--- src/rtl/bcd_time_pkg.sv ---
// Shared types, constants and helpers for the BCD HH:MM:SS timer.
// Packed time layout is {h10,h1,m10,m1,s10,s1}, one nibble each.
package bcd_time_pkg;

  typedef logic [3:0] bcd_t;

  localparam bcd_t DIG_MAX  = 4'd9;
  localparam bcd_t TENS_MAX = 4'd5;

  localparam int S1_LSB  = 0;
  localparam int S10_LSB = 4;
  localparam int M1_LSB  = 8;
  localparam int M10_LSB = 12;
  localparam int H1_LSB  = 16;
  localparam int H10_LSB = 20;

  function automatic logic bcd_time_valid(
    input logic [23:0] t,
    input int          hmax
  );
    int   hr;
    logic ok;
    hr = int'({28'd0, t[H10_LSB +: 4]}) * 10
       + int'({28'd0, t[H1_LSB +: 4]});
    ok = (t[S1_LSB  +: 4] <= DIG_MAX)
      && (t[S10_LSB +: 4] <= TENS_MAX)
      && (t[M1_LSB  +: 4] <= DIG_MAX)
      && (t[M10_LSB +: 4] <= TENS_MAX)
      && (t[H1_LSB  +: 4] <= DIG_MAX)
      && (t[H10_LSB +: 4] <= DIG_MAX)
      && (hr <= hmax);
    return ok;
  endfunction

endpackage

--- src/rtl/bcd_timer_digit.sv ---
// One BCD digit 0..MAX, up/down with carry/borrow chaining and sync load.
// Carry-out is combinational so a whole chain ripples in one cycle.
module bcd_digit
  import bcd_time_pkg::*;
#(
  parameter bcd_t MAX = DIG_MAX
) (
  input  logic clk,
  input  logic rst,
  input  logic i_en,
  input  logic i_dir,
  input  logic i_load,
  input  bcd_t i_d,
  output bcd_t o_q,
  output logic o_co
);

  bcd_t r_q;

  assign o_q  = r_q;
  assign o_co = i_en & (i_dir ? (r_q == 4'd0)
                              : (r_q == MAX));

  always_ff @(posedge clk) begin
    if (rst) begin
      r_q <= 4'd0;
    end else if (i_load) begin
      r_q <= i_d;
    end else if (i_en) begin
      if (!i_dir)
        r_q <= (r_q == MAX) ? 4'd0 : r_q + 4'd1;
      else
        r_q <= (r_q == 4'd0) ? MAX : r_q - 4'd1;
    end
  end

endmodule

--- src/rtl/bcd_hms_timer.sv ---
// BCD HH:MM:SS up/down timer with per-second divider, preset load,
// hour wrap on up-count and saturation at zero on down-count.
module bcd_hms_timer
  import bcd_time_pkg::*;
#(
  parameter int CLK_PER_SEC = 25_000_000,
  parameter int DIV_W       = 25,
  parameter int HOUR_MAX    = 23
) (
  input  logic        clk,
  input  logic        rst,
  input  logic        run,
  input  logic        dir,
  input  logic        load,
  input  logic [23:0] load_val,
  output logic [23:0] disp_num,
  output logic        tick_o,
  output logic        done_o,
  output logic        load_err
);

  localparam logic [DIV_W-1:0] DIV_TC =
    DIV_W'(CLK_PER_SEC - 1);
  localparam logic [7:0] HMAX_BCD =
    {4'(HOUR_MAX / 10), 4'(HOUR_MAX % 10)};

  logic [DIV_W-1:0] r_div;
  bcd_t r_h10, r_h1;
  logic r_tick, r_done, r_err;

  bcd_t w_s1, w_s10, w_m1, w_m10;
  logic w_s1_co, w_s10_co, w_m1_co, w_m10_co;
  logic w_valid, w_load_ok, w_sec_evt;
  logic w_zero, w_step, w_last;

  assign w_valid   = bcd_time_valid(load_val, HOUR_MAX);
  assign w_load_ok = load & w_valid;
  assign w_sec_evt = run & (r_div == DIV_TC);
  assign w_zero    = (disp_num == 24'h000000);
  assign w_last    = (disp_num == 24'h000001);
  // Countdown holds at zero: block the digit chain there.
  assign w_step    = w_sec_evt & ~w_load_ok
                   & ~(dir & w_zero);

  assign disp_num = {r_h10, r_h1, w_m10, w_m1,
                     w_s10, w_s1};
  assign tick_o   = r_tick;
  assign done_o   = r_done;
  assign load_err = r_err;

  always_ff @(posedge clk) begin
    if (rst)
      r_div <= '0;
    else if (w_load_ok)
      r_div <= '0;
    else if (run)
      r_div <= (r_div == DIV_TC) ? '0
                                 : r_div + DIV_W'(1);
  end

  bcd_digit #(.MAX(DIG_MAX)) u_s1 (
    .clk(clk), .rst(rst), .i_en(w_step),
    .i_dir(dir), .i_load(w_load_ok),
    .i_d(load_val[S1_LSB +: 4]),
    .o_q(w_s1), .o_co(w_s1_co)
  );

  bcd_digit #(.MAX(TENS_MAX)) u_s10 (
    .clk(clk), .rst(rst), .i_en(w_s1_co),
    .i_dir(dir), .i_load(w_load_ok),
    .i_d(load_val[S10_LSB +: 4]),
    .o_q(w_s10), .o_co(w_s10_co)
  );

  bcd_digit #(.MAX(DIG_MAX)) u_m1 (
    .clk(clk), .rst(rst), .i_en(w_s10_co),
    .i_dir(dir), .i_load(w_load_ok),
    .i_d(load_val[M1_LSB +: 4]),
    .o_q(w_m1), .o_co(w_m1_co)
  );

  bcd_digit #(.MAX(TENS_MAX)) u_m10 (
    .clk(clk), .rst(rst), .i_en(w_m1_co),
    .i_dir(dir), .i_load(w_load_ok),
    .i_d(load_val[M10_LSB +: 4]),
    .o_q(w_m10), .o_co(w_m10_co)
  );

  // Hours wrap at HOUR_MAX as a pair, so they live here, not in bcd_digit.
  always_ff @(posedge clk) begin
    if (rst) begin
      r_h10 <= 4'd0;
      r_h1  <= 4'd0;
    end else if (w_load_ok) begin
      r_h10 <= load_val[H10_LSB +: 4];
      r_h1  <= load_val[H1_LSB +: 4];
    end else if (w_m10_co) begin
      if (!dir) begin
        if ({r_h10, r_h1} == HMAX_BCD) begin
          r_h10 <= 4'd0;
          r_h1  <= 4'd0;
        end else if (r_h1 == DIG_MAX) begin
          r_h10 <= r_h10 + 4'd1;
          r_h1  <= 4'd0;
        end else begin
          r_h1  <= r_h1 + 4'd1;
        end
      end else begin
        if (r_h1 != 4'd0) begin
          r_h1  <= r_h1 - 4'd1;
        end else if (r_h10 != 4'd0) begin
          r_h10 <= r_h10 - 4'd1;
          r_h1  <= DIG_MAX;
        end else begin
          r_h10 <= HMAX_BCD[7:4];
          r_h1  <= HMAX_BCD[3:0];
        end
      end
    end
  end

  always_ff @(posedge clk) begin
    if (rst) begin
      r_tick <= 1'b0;
      r_done <= 1'b0;
      r_err  <= 1'b0;
    end else begin
      r_tick <= w_sec_evt & ~w_load_ok;
      r_done <= w_step & dir & w_last;
      r_err  <= load & ~w_valid;
    end
  end

endmodule

--- config.mk ---
export PLATFORM = sky130hd
export DESIGN_NAME = bcd_hms_timer
export DESIGN_NICKNAME = d
export VERILOG_FILES = /design/src/rtl/bcd_time_pkg.sv /design/src/rtl/bcd_timer_digit.sv /design/src/rtl/bcd_hms_timer.sv
export SDC_FILE = /design/constraint.sdc
export NUM_CORES = 1
export LEC_CHECK = 0
export ABC_AREA = 1
export CORE_MARGIN = 5
export CORE_UTILIZATION = 25
export CTS_BUF_LIST = sky130_fd_sc_hd__clkbuf_8 sky130_fd_sc_hd__clkbuf_16
export CTS_CLUSTER_DIAMETER = 150
export DETAILED_ROUTE_END_ITERATION = 10
export GPL_TIMING_DRIVEN = 0
export PLACE_DENSITY_LB_ADDON = 0.12
export SLEW_MARGIN = 30
export SYNTH_ARGS = -nofsm -noshare
export SYNTH_HDL_FRONTEND = slang
export SYNTH_SLANG_ARGS = --single-unit
--- constraint.sdc ---
create_clock -name clk -period 3.3 [get_ports clk]
set_input_delay 0.66 -clock clk [delete_from_list [all_inputs] [get_ports clk]]
set_output_delay 0.66 -clock clk [all_outputs]
set_load 0.05 [all_outputs]
# == Yosys cells after proc, flatten, opt, wreduce, memory -nomap -nowiden ==
# Index checks and enable logic that the tools add are counted.
# word_totals
output_inout_bits,27
elab_cells,116
register_bits,52
in_bits,29
# op_classes
reduce_logical,21
mul,1
n_eq_ne,9
bitwise,15
order_cmp,7
addsub,14
n_mux,39
# ops
cell,count
$mux W4,34
$add A25 B1 Y25 const B,1
$eq A25 B25 Y1 const B,1
$mux W25,1
$add A4 B1 Y4 const B,6
$eq A24 B1 Y1 const B,1
$logic_not A24 Y1,1
$sub A4 B1 Y4 const B,6
$le A4 B4 Y1 const B,4
$logic_not A4 Y1,4
$and A1 B1 Y1,12
$eq A4 B4 Y1 const B,3
$reduce_bool A4 Y1,3
$reduce_bool A2 Y1,5
$add A8 B4 Y9,1
$le A9 B5 Y1 const B,1
$eq A4 B3 Y1 const B,2
$eq A8 B6 Y1 const B,1
$le A4 B3 Y1 const B,2
$mul A4 B3 Y7 const B,1
$logic_and A1 B1 Y1,6
$mux W1,4
$ne A3 B3 Y1 const B,1
$not A1 Y1,3
2 further kinds,2

# == Longest topological paths before layout ==
# Gate-level depths: netlist (run 1).
# depth
depth_word,17
depth_mapped,18
ltp_nobuf,18

# == Cells and area by module ==
# Synthesis (run 1) repeated with hierarchy kept, for this count alone.
# unflattened
hier_cells,614
area_unflattened_um2,3933.8
# modules_own_cells
mod,instances,seq_area_each_um2,area_per_inst_um2,cells_per_inst
bcd_hms_timer,1,720.7,2565.0,374
bcd_digit at u_m1 ...,2,80.1,342.8,59
bcd_digit at u_m10 ...,2,80.1,341.6,61

# == Least setup slack after synthesis (run 1) ==
# OpenSTA, ideal clock, no wires.
# synth_timing
path_kind,input-to-reg
from,input port load_val[21]
to,register r_h1[0]
setup_time_ns,0.115
required_time_ns,3.185
path_slack_ns,0.298
path_buffers,2
cell_stages,16
arrival_time_ns,2.887
path_cell_list,ha_1 ha_1 fa_1 nand2_1 o21ai_0 nand2_1 nand2_1 nand2_1 nand2_1 nand3_1 buf_2 buf_4 o21ai_1 nand3_1 nor2_1 nor2_1
# synth_between
elab_chain_len,13
word_cells_on_any_way,16
cone_classes,add/sub: 1; mul: 1; order compare: 2; mux: 1; bitwise: 8; reduce/logical: 3
# synth_lines
item,line_no,source
from (decl),bcd_hms_timer.sv:15,"input logic [23:0] load_val,"
$mul A4 B3 Y7,bcd_time_pkg.sv:23,"hr = int'({28'd0, t[H10_LSB +: 4]}) * 10"
$add A8 B4 Y9,bcd_time_pkg.sv:24,"+ int'({28'd0, t[H1_LSB +: 4]});"
$le A9 B5 Y1,bcd_time_pkg.sv:31,&& (hr <= hmax);
$logic_and A1 B1 Y1 (*),bcd_time_pkg.sv:31,
$and A1 B1 Y1 (*),bcd_hms_timer.sv:37,assign w_load_ok = load & w_valid;
$not A1 Y1,bcd_hms_timer.sv:42,assign w_step = w_sec_evt & ~w_load_ok
$and A1 B1 Y1,bcd_hms_timer.sv:42,
$and A1 B1 Y1,bcd_hms_timer.sv:43,& ~(dir & w_zero);
$and A1 B1 Y1 (4 in a row),bcd_timer_digit.sv:21,assign o_co = i_en & (i_dir ? (r_q == 4'd0)
$reduce_bool A2 Y1 (no line),--,
to (signal assigned),bcd_hms_timer.sv:96,r_h1 <= load_val[H1_LSB +: 4];
to (signal assigned),bcd_hms_timer.sv:106,r_h1 <= r_h1 + 4'd1;
to (signal assigned),bcd_hms_timer.sv:110,r_h1 <= r_h1 - 4'd1;
to (decl),bcd_hms_timer.sv:28,"bcd_t r_h10, r_h1;"
# Every way passes the cells marked *; elsewhere a longest branch is shown, timed or not.
# A chain may end at the register's enable or synchronous reset.

# == Final worst setup path (run 1) ==
# layout_timing
from,input port load_val[21]
to,register r_h1[1]
# Same word-level chain as after synthesis.

==> results of run 1 <==
==> final timing paths <==
kind,from,end,slack [ns],depth (start not counted)
worst max register to register,r_div[0],r_h1[1],1.01,12
worst max-delay path,load_val[21],r_h1[1],0.19,18
worst min-delay path,r_div[1],r_div[1],0.49,2
worst min register to register,r_div[1],r_div[1],0.49,2
==> power groups by stage <==
stage               sequential [uW]  clock (uW)  combinational [uW]
floorplan                       653           0                87.7
global placement                649           0                 167
detailed placement              649           0                 168
CTS                             634         583                 174
global route                    635         601                 198
finish                          634         554                 176
==> worst max-delay path, delay by kind of cell <==
| family | cells | cell delay [ns] |
|---|---|---|
| adder cells (fa/ha/maj) | 3 | 1.02 |
| AND/OR/NAND/NOR | 10 | 0.87 |
| buffers and inverters | 3 | 0.45 |
| AO/OA/AOI/OAI | 2 | 0.31 |
==> placed cells by master (no fill, tap or decap), types with 6 or more instances in the layout <==
| cell | instances |
|---|---|
| dfxtp_1 | 52 |
| a21oi_1 | 22 |
| buf_2 | 7 |
| nand4_1 | 10 |
| inv_2 | 8 |
| ha_1 | 14 |
| nand2_2 | 8 |
| o21ai_0 | 34 |
| o21ai_1 | 7 |
| xnor2_1 | 9 |
| nand3_1 | 36 |
| xor2_1 | 14 |
| nand2_1 | 114 |
| nor2_2 | 6 |
| inv_1 | 62 |
| nor3_1 | 18 |
| clkdlybuf4s50_1 | 50 |
| nor2_1 | 81 |
| a31oi_1 | 9 |
==> layer usage <==
layer | vias to the layer above | wire, um
li1 | 2035 | -
met5 | - | 0
met4 | 0 | 187
met1 | 1800 | 5910
met2 | 104 | 5210
met3 | 12 | 619
==> per-stage QoR <==
stage / TNS [ns] / power [uW]
after CTS: 0 / 1390
after global placement: -33.19 / 816
after floorplan: 0 / 741
after global routing: 0 / 1430
after detailed placement: -34.26 / 817
final: 0 / 1360
==> repair_timing <==
item | in CTS | in global routing
endpoints found under the setup margin | 51 | 47
buffers inserted | 0 | 3
gates resized for setup | 16 | 16
pin swaps | 3 | 4
==> final cells by class <==
| class | instances | area share |
|---|---|---|
| clock buffers | 5 | 0.0262 |
| flip-flops and latches | 52 | 0.218 |
| plain buffers | 16 | 0.0207 |
| well taps | 184 | 0.0482 |
| clock inverters | 3 | 0.00471 |
| multi-input cells | 436 | 0.510 |
| repair buffers | 57 | 0.116 |
| inverters | 72 | 0.0565 |
==> sequential cells by signal, summed over array words and instances (netlist names) <==
signal and flops:
u_m10.o_q 4, u_m1.o_q 4, r_h10 4, u_s1.o_q 4, tick_o 1, done_o 1, u_s10.o_q 4, load_err 1
r_h1 4, r_div 25
==> cell families (layout without fill, tap and decap cells) <==
logic type	count (synthesis)	after routing	synth area share
XOR/XNOR	23	23	0.0535
buffers and inverters	88	153	0.0921
flip-flops	52	52	0.277
adder cells (fa/ha/maj)	18	18	0.0638
AO/OA/AOI/OAI	100	100	0.157
AND/OR/NAND/NOR	295	295	0.357
==> results.json, run 1 <==
{
  "post-place-cells": 814,
  "seqCellArea_sq_um": 1040,
  "netlist_area_sq_um": 3760,
  "vdd_drop_max_uv": 186,
  "fin_area_sq_um": 4780,
  "placed_area_sq_um": 4530,
  "whs_ns": 0.488,
  "final_nets": 687,
  "numCtsBuffers": 5,
  "fin_skew_ns": 0.00564,
  "initial_core_util": 0.257,
  "outcome": "finished clean",
  "min_path_type": "reg2reg",
  "relSlewSlack": 0.552,
  "multi_input_area_sq_um": 2440,
  "syn-num-nets": 623,
  "gp_congestion": 0.855,
  "use_met1": 0.184,
  "die_w_um": 133,
  "root_buffer": "clkbuf_16",
  "areaGrowthSynthToFinish_pct": 27.0,
  "firstDrtPassIters": 5,
  "fmax_ghz": 0.322,
  "die-area_sq_um": 17600,
  "stdcell_count": 825,
  "cpMaxStageDelayCell": "fa_2",
  "num_vias": 3951,
  "h-tree-depth": 2,
  "drive_gt1_frac": 0.105,
  "rsz0062_at_grt": "false",
  "p_switching_uw": 377,
  "cts_num_sinks": 52,
  "first_iter_violations": 152,
  "max_stage_delay_ns": 0.57,
  "grt_first_pass_wirelength_um": 19400,
  "rows": 44,
  "grt_max_degree": 18,
  "yosys_warnings": 0,
  "fin_crit_sh": 0.942,
  "synth.avg_cell_area_sq_um": 6.53,
  "tightest_slew_ns": 0.664,
  "switching_share": 0.277,
  "design.core.area_sq_um": 14600,
  "clk_latency_ns": 0.31,
  "final_hold_viol_count": 0,
  "top_usage_layer": "met2",
  "crit_path_end_kind": "flip-flop",
  "worst_slack_ns": 0.192,
  "synth_edf_count": 0,
  "crit_path_frequent_cell": "nand2_1",
  "clk_pin_slew_ns": 0.08,
  "netlist_instances": 576,
  "cap_violations": 0,
  "p_seq_frac": 0.465,
  "p_comb_frac": 0.129,
  "track_usage": 0.135,
  "drc_errors": 0,
  "die_h_um": 133,
  "synth_seq_cells": 52,
  "grt_pass1_vias": 3930,
  "synth_area_leaders": "dfxtp_1 28%, nand2_1 12%, nor2_1 8.2%",
  "tritoncts": "built",
  "hold_buffers": 0,
  "nFillCells": 1605,
  "met2_usage": 0.210,
  "p_int_uw": 986,
  "path_cells": "clkdlybuf4s15_2, ha_4, ha_2, fa_2, inv_1, nand2_1, o21ai_1, nand2_1, nand2_1, nand2_1, nand2_2, nand3_4, buf_8, nand4_1, o21ai_2, nand3_2, nor2_2, nor2_1",
  "startpoint_type": "input port",
  "synthArstFlopShare": 0,
  "required_ns": 3.50,
  "path_class": "in2reg",
  "grt_use_met3": 0.0342,
  "synth-main-ff-cell": "dfxtp_1",
  "worstPathArrival_ns": 3.31,
  "p_per_area_nw_per_um2": 285,
  "antenna_found_initial": 0,
  "post-route-util": 0.326,
  "synth-seq-area-share": 0.277,
  "finalSetupViolCount": 0,
  "n_antenna_cell": 0,
  "cp_max_fo": 10,
  "dp_hpwl_um": 9320,
  "grt_overflow_total": 0,
  "port_buffers": 54,
  "synth_top_area_frac": 0.277,
  "drv_slew": 0,
  "leakage_uw": 0.00186,
  "routed_via_density": 4.79,
  "io_pins": 56,
  "wl_um": 11900,
  "synth_common_cells": "118 x nand2_1, 82 x nor2_1, 62 x inv_1",
  "ys_types": 47,
  "cts.path.max_buffers": 2,
  "fin_crit_ns": 3.11,
  "yosysTopAreaCell": "dfxtp_1",
  "clockPowerShare": 0.406,
  "wl_per_cell_um": 14.5,
  "yosysMostFrequentCell": "nand2_1",
  "ant_nets": 0,
  "place_ws_ns": -0.884
}
Power figures use the tool's default switching activity.
==> inputs of run 2 (changes only) <==
--- a/config.mk
+++ b/config.mk
@@ -10,6 +10,7 @@
 export CORE_UTILIZATION = 25
 export CTS_BUF_LIST = sky130_fd_sc_hd__clkbuf_8 sky130_fd_sc_hd__clkbuf_16
 export CTS_CLUSTER_DIAMETER = 150
+export CTS_CLUSTER_SIZE = 10
 export DETAILED_ROUTE_END_ITERATION = 10
 export GPL_TIMING_DRIVEN = 0
 export PLACE_DENSITY_LB_ADDON = 0.12
==> results of run 2 <==
No change in the layout: final DEF, timing and power equal those of run 1.
